--- config.mk ---
export PLATFORM = sky130hd
export DESIGN_NAME = stack_unit_flat
export DESIGN_NICKNAME = d
export VERILOG_FILES = /design/src/rtl/stack_unit_if.sv /design/src/rtl/stack_unit.sv /design/src/flat_wrapper.sv
export SDC_FILE = /design/constraint.sdc
export NUM_CORES = 1
export LEC_CHECK = 0
export BUFFER_PORTS_ARGS = -buffer_cell sky130_fd_sc_hd__buf_2
export CORE_MARGIN = 8
export CORE_UTILIZATION = 60
export CTS_CLUSTER_SIZE = 24
export DETAILED_ROUTE_END_ITERATION = 10
export GPL_TIMING_DRIVEN = 0
export HOLD_SLACK_MARGIN = 0.08
export PLACE_DENSITY = 0.84
export SETUP_SLACK_MARGIN = 0.4
export SYNTH_ARGS = -nofsm -noshare
export SYNTH_HDL_FRONTEND = slang
export SYNTH_SLANG_ARGS = --single-unit
--- constraint.sdc ---
create_clock -name clk -period 3.75 [get_ports clk]
set_input_delay 0.75 -clock clk [delete_from_list [all_inputs] [get_ports clk]]
set_output_delay 0.75 -clock clk [all_outputs]
set_load 0.02 [all_outputs]
--- src/rtl/stack_unit_if.sv ---
// Operand stack port bundle between the control FSM/datapath and stack_unit.
// Error ports exist only when STACK_ERR_EN is defined.
interface stack_unit_if #(
  parameter int WIDTH = 8,
  parameter int DEPTH = 16
);
  localparam int CW = $clog2(DEPTH) + 1;

  logic             push;
  logic             pop;
  logic             tos;
  logic [WIDTH-1:0] din;
  logic [WIDTH-1:0] dout;
  logic [CW-1:0]    count;
  logic             empty;
  logic             full;
`ifdef STACK_ERR_EN
  logic             clr_err;
  logic             overflow;
  logic             underflow;

  modport master (
    output push, pop, tos, din, clr_err,
    input  dout, count, empty, full,
    input  overflow, underflow
  );
  modport slave (
    input  push, pop, tos, din, clr_err,
    output dout, count, empty, full,
    output overflow, underflow
  );
`else
  modport master (
    output push, pop, tos, din,
    input  dout, count, empty, full
  );
  modport slave (
    input  push, pop, tos, din,
    output dout, count, empty, full
  );
`endif
endinterface

--- src/rtl/stack_unit.sv ---
// Register-file operand stack executing push/pop/tos strobes.
// Define STACK_ERR_EN for sticky overflow/underflow flags with clr_err.
module stack_unit #(
  parameter int WIDTH = 8,
  parameter int DEPTH = 16
) (
  input logic        clk,
  input logic        rst,
  stack_unit_if.slave s
);
  localparam int CW = $clog2(DEPTH) + 1;
  localparam int AW = $clog2(DEPTH);

  logic [WIDTH-1:0] mem [DEPTH];
  logic [CW-1:0]    sp_q, sp_d;
  logic [WIDTH-1:0] dout_q, dout_d;
  logic             we;
  logic [AW-1:0]    wa;
  logic [AW-1:0]    top_idx;
  logic [WIDTH-1:0] top;
  logic             is_empty;
  logic             is_full;

  assign is_empty = (sp_q == '0);
  assign is_full  = (sp_q == CW'(DEPTH));
  // Low bits of sp minus one stay correct even at sp == DEPTH.
  assign top_idx  = sp_q[AW-1:0] - AW'(1);
  assign top      = mem[top_idx];

  always_comb begin
    sp_d   = sp_q;
    dout_d = dout_q;
    we     = 1'b0;
    wa     = '0;
    if (s.pop && !is_empty) begin
      dout_d = top;
      if (s.push) begin
        we = 1'b1;
        wa = top_idx;
      end else begin
        sp_d = sp_q - CW'(1);
      end
    end else begin
      if (s.tos && !is_empty)
        dout_d = top;
      if (s.push && !is_full) begin
        we   = 1'b1;
        wa   = sp_q[AW-1:0];
        sp_d = sp_q + CW'(1);
      end
    end
  end

  always_ff @(posedge clk) begin
    if (we)
      mem[wa] <= s.din;
  end

  always_ff @(posedge clk or posedge rst) begin
    if (rst) begin
      sp_q   <= '0;
      dout_q <= '0;
    end else begin
      sp_q   <= sp_d;
      dout_q <= dout_d;
    end
  end

  assign s.dout  = dout_q;
  assign s.count = sp_q;
  assign s.empty = is_empty;
  assign s.full  = is_full;

`ifdef STACK_ERR_EN
  logic ovf_q, ovf_d;
  logic unf_q, unf_d;

  // A new error in the clearing cycle wins over clr_err.
  always_comb begin
    ovf_d = ovf_q;
    unf_d = unf_q;
    if (s.clr_err) begin
      ovf_d = 1'b0;
      unf_d = 1'b0;
    end
    if (s.push && !s.pop && is_full)
      ovf_d = 1'b1;
    if ((s.pop || s.tos) && is_empty)
      unf_d = 1'b1;
  end

  always_ff @(posedge clk or posedge rst) begin
    if (rst) begin
      ovf_q <= 1'b0;
      unf_q <= 1'b0;
    end else begin
      ovf_q <= ovf_d;
      unf_q <= unf_d;
    end
  end

  assign s.overflow  = ovf_q;
  assign s.underflow = unf_q;
`endif
endmodule

--- src/flat_wrapper.sv ---
// flat-port wrapper written by rule: the top's interface ports become plain ports
module stack_unit_flat 
#(
  parameter int WIDTH = 8,
  parameter int DEPTH = 16
)
  (clk, rst, s_push, s_pop, s_tos, s_din, s_dout, s_count, s_empty, s_full);
  stack_unit_if #(.WIDTH(WIDTH), .DEPTH(DEPTH)) s_i ();
  input logic clk;
  input logic rst;
  input wire logic [$bits(s_i.push)-1:0] s_push;
  input wire logic [$bits(s_i.pop)-1:0] s_pop;
  input wire logic [$bits(s_i.tos)-1:0] s_tos;
  input wire logic [$bits(s_i.din)-1:0] s_din;
  output wire logic [$bits(s_i.dout)-1:0] s_dout;
  output wire logic [$bits(s_i.count)-1:0] s_count;
  output wire logic [$bits(s_i.empty)-1:0] s_empty;
  output wire logic [$bits(s_i.full)-1:0] s_full;
  assign s_i.push = s_push;
  assign s_i.pop = s_pop;
  assign s_i.tos = s_tos;
  assign s_i.din = s_din;
  assign s_dout = s_i.dout;
  assign s_count = s_i.count;
  assign s_empty = s_i.empty;
  assign s_full = s_i.full;
  stack_unit #(.WIDTH(WIDTH), .DEPTH(DEPTH)) u_core (.clk(clk), .rst(rst), .s(s_i));
endmodule
==> results.toml <==
[status]
outcome = "complete, no violations"

[sta]
setup_viol = 0
relSlewSlack_pct = 37.5
hold_ws_ps = 260
rsz0062_at_grt = "false"
final.setup.tns_ps = 0
min_period_ps = 3240
tightest_slew_ps = 937
skew_ps = 10.3
final-hold-violation-count = 0
fmax_mhz = 308
slew_violations = 0
fin_crit_sh_pct = 86.5

[worst_setup_path]
cp_data_required_time_ps = 3000
path_class = "register to output port"
critPathArrivalTime_ps = 2490
endpoint_kind = "output port"
worstPathMaxFanout = 10
startpoint_type = "register"

[synthesis]
ys_top_cells_by_count = "edfxtp_1 (128), mux4_2 (32), nor3_1 (20)"
async_flop_share_pct = 9.22
synth_top_area_share_pct = 65.5
yosysWarnings = 0
avgSynthCellArea_um2 = 18.4
synth_top_flop_cell = "edfxtp_1"
synth.distinct_cells = 46
synth-seq-area-share_pct = 71.1
synth.area.top_cells = "edfxtp_1 (66%), mux4_2 (12%), dfrtp_1 (5.5%), mux2i_1 (2.7%), nor3_1 (1.7%)"
synth_seq_cells = 141
syn-num-nets = 335
yosysMostFrequentCell = "edfxtp_1"
syn_inst = 319
syn-cell-area_mm2 = 0.00587
post-synth-top-area-cell = "edfxtp_1"
synth-edff-count = 128

[final_layout]
syn_to_final_growth_pct = 19.1
fin_nets = 384
fin_util_pct = 72.5
drive_gt1_share_pct = 37.5
insertedDiodeCount = 0

[clock_network]
holdBufCountCts = 0
root_buffer = "clkbuf_8"
cts_buffer_depth = 2
cts_buffers = 17
htree_levels = 4
insertion_delay_ps = 530
cts_tree = "built"
clk_pin_slew_worst_paths_ps = 60
clock-sinks = 141

[power]
power_uw = 6530
swShare_pct = 35.5
seqPwrFrac_pct = 34.0
power_density_mw_per_mm2 = 935
cellLeakagePower_uw = 0.00243
p_int_uw = 4220
peakVddDrop_mv = 0.537
p_sw_uw = 2320
p_comb_share_pct = 40.6
p_clk_share_pct = 25.4

[floorplanning]
core_area_mm2 = 0.00964
die_h_um = 115
die-area_mm2 = 0.0132
die_w_um = 115
row_count = 36
pin_count = 28
initial_core_util_pct = 60.9

[drt]
ant_nets = 0
drt-pass1-iter-count = 5
wl_per_cell_um = 26.3
vias_per_cell = 6.59
routed_wl_um = 13500
vias = 3386
route.detailed.drc = 0
drt_iter0_drc = 367

[min_path]
hold_path.class = "primary input to async pin"

[global_route]
grt_pass1_wl_um = 20400
grtUsageTotal_pct = 21.8
grt_pass1_vias = 3353
grt-ovfl-total = 0
grt_max_degree = 17
antenna_found_initial = 0

[placement]
hpwl_um = 7970
gp_congestion = 0.860
portBuffers = 27

[run]
cap_violations = 0
path summary, 6_finish.rpt:
| path | slack (ps) | depth (start not counted) | to | startpoint |
|---|---|---|---|---|
| worst max-delay path | 510 | 8 | s_empty | u_core.s.count[0] |
| worst min-delay path | 260 | 2 | u_core.s.count[1] | rst |
| worst max register to register | 550 | 9 | u_core.mem[10][0] | u_core.s.count[0] |
| worst min register to register | 510 | 2 | u_core.s.dout[0] | u_core.s.dout[0] |
| max in group asynchronous | 3120 | 2 | u_core.s.count[4] | rst |
| min in group clk | 510 | 2 | u_core.s.dout[0] | u_core.s.dout[0] |
registers in the layout, indices dropped and copies added, names as in the netlist:
register / flops
u_core.mem: 128
u_core.s.count: 5
u_core.s.dout: 8
stage by stage:
step	setup WS [ps]	std cells	area, µm²
after detailed placement	-701	479	6170
after global routing	423	514	6990
after floorplan	410	319	5870
after global placement	-611	479	6170
after CTS	408	513	6930
final	506	514	6990
power groups by stage:
| stage | registers, µW | clock network (µW) | logic, µW |
|---|---|---|---|
| final | 2220 | 1660 | 2650 |
| after CTS | 2210 | 1660 | 2570 |
| after floorplan | 2280 | 0 | 1660 |
| after global routing | 2240 | 1730 | 2810 |
| after detailed placement | 2240 | 0 | 2400 |
| after global placement | 2210 | 0 | 2340 |
cell families after synthesis:
| family | share of synthesized area, % |
|---|---|
| xor gates and xnor gates | 1.02 |
| muxes | 15.2 |
| and+or+nand+nor | 5.59 |
| AOI/OAI and AO/OA | 4.44 |
| adders and majority gates | 0.640 |
| buffers and inverters | 2.05 |
| DFF | 71.1 |
metal layers:
metal,track usage (%),vias to the layer above,wire [µm]
li1,-,1411,-
met1,28.8,1720,5300
met2,33.6,219,6520
met3,5.46,36,1300
met4,10.3,0,394
met5,0,-,0
final cells by class:
cell class                      count  area, µm²
Clock inverter                     12        145
Clock buffer                       20        445
Sequential cell                   141       4170
Timing Repair Buffer               30        195
Fill cell                         575       2650
Tap cell                          133        166
Buffer                             19        108
Inverter                            8       32.5
Multi-Input combinational cell    151       1730
cells in the final DEF (no fill, tap or decap), types with 6 or more instances in the layout:
master	netlist	final
inv_1	7	6
buf_2	9	36
edfxtp_1	128	128
mux2i_1	16	16
mux4_2	32	32
nor3_1	20	16
dfrtp_1	13	13
a211o_1	8	7
nor2_4	0	7
clkbuf_16	0	16
nand2_1	8	8
worst max-delay path, cell delays in order (launching register included):
cell and delay, ps:
dfrtp_1 390, buf_2 190, clkbuf_8 190, inv_2 100, ha_2 200, or4b_1 430, buf_4 190, inv_4 100
buf_2 170
timing repair:
action | 4_1_cts | 5_1_grt
endpoints found under the hold margin | 0 | 0
pin swaps | 3 | 2
resized for setup | 33 | 12
setup buffers | 2 | 1
endpoints found under the setup margin | 138 | 121
No activity file was read; power rests on OpenSTA's default activity.
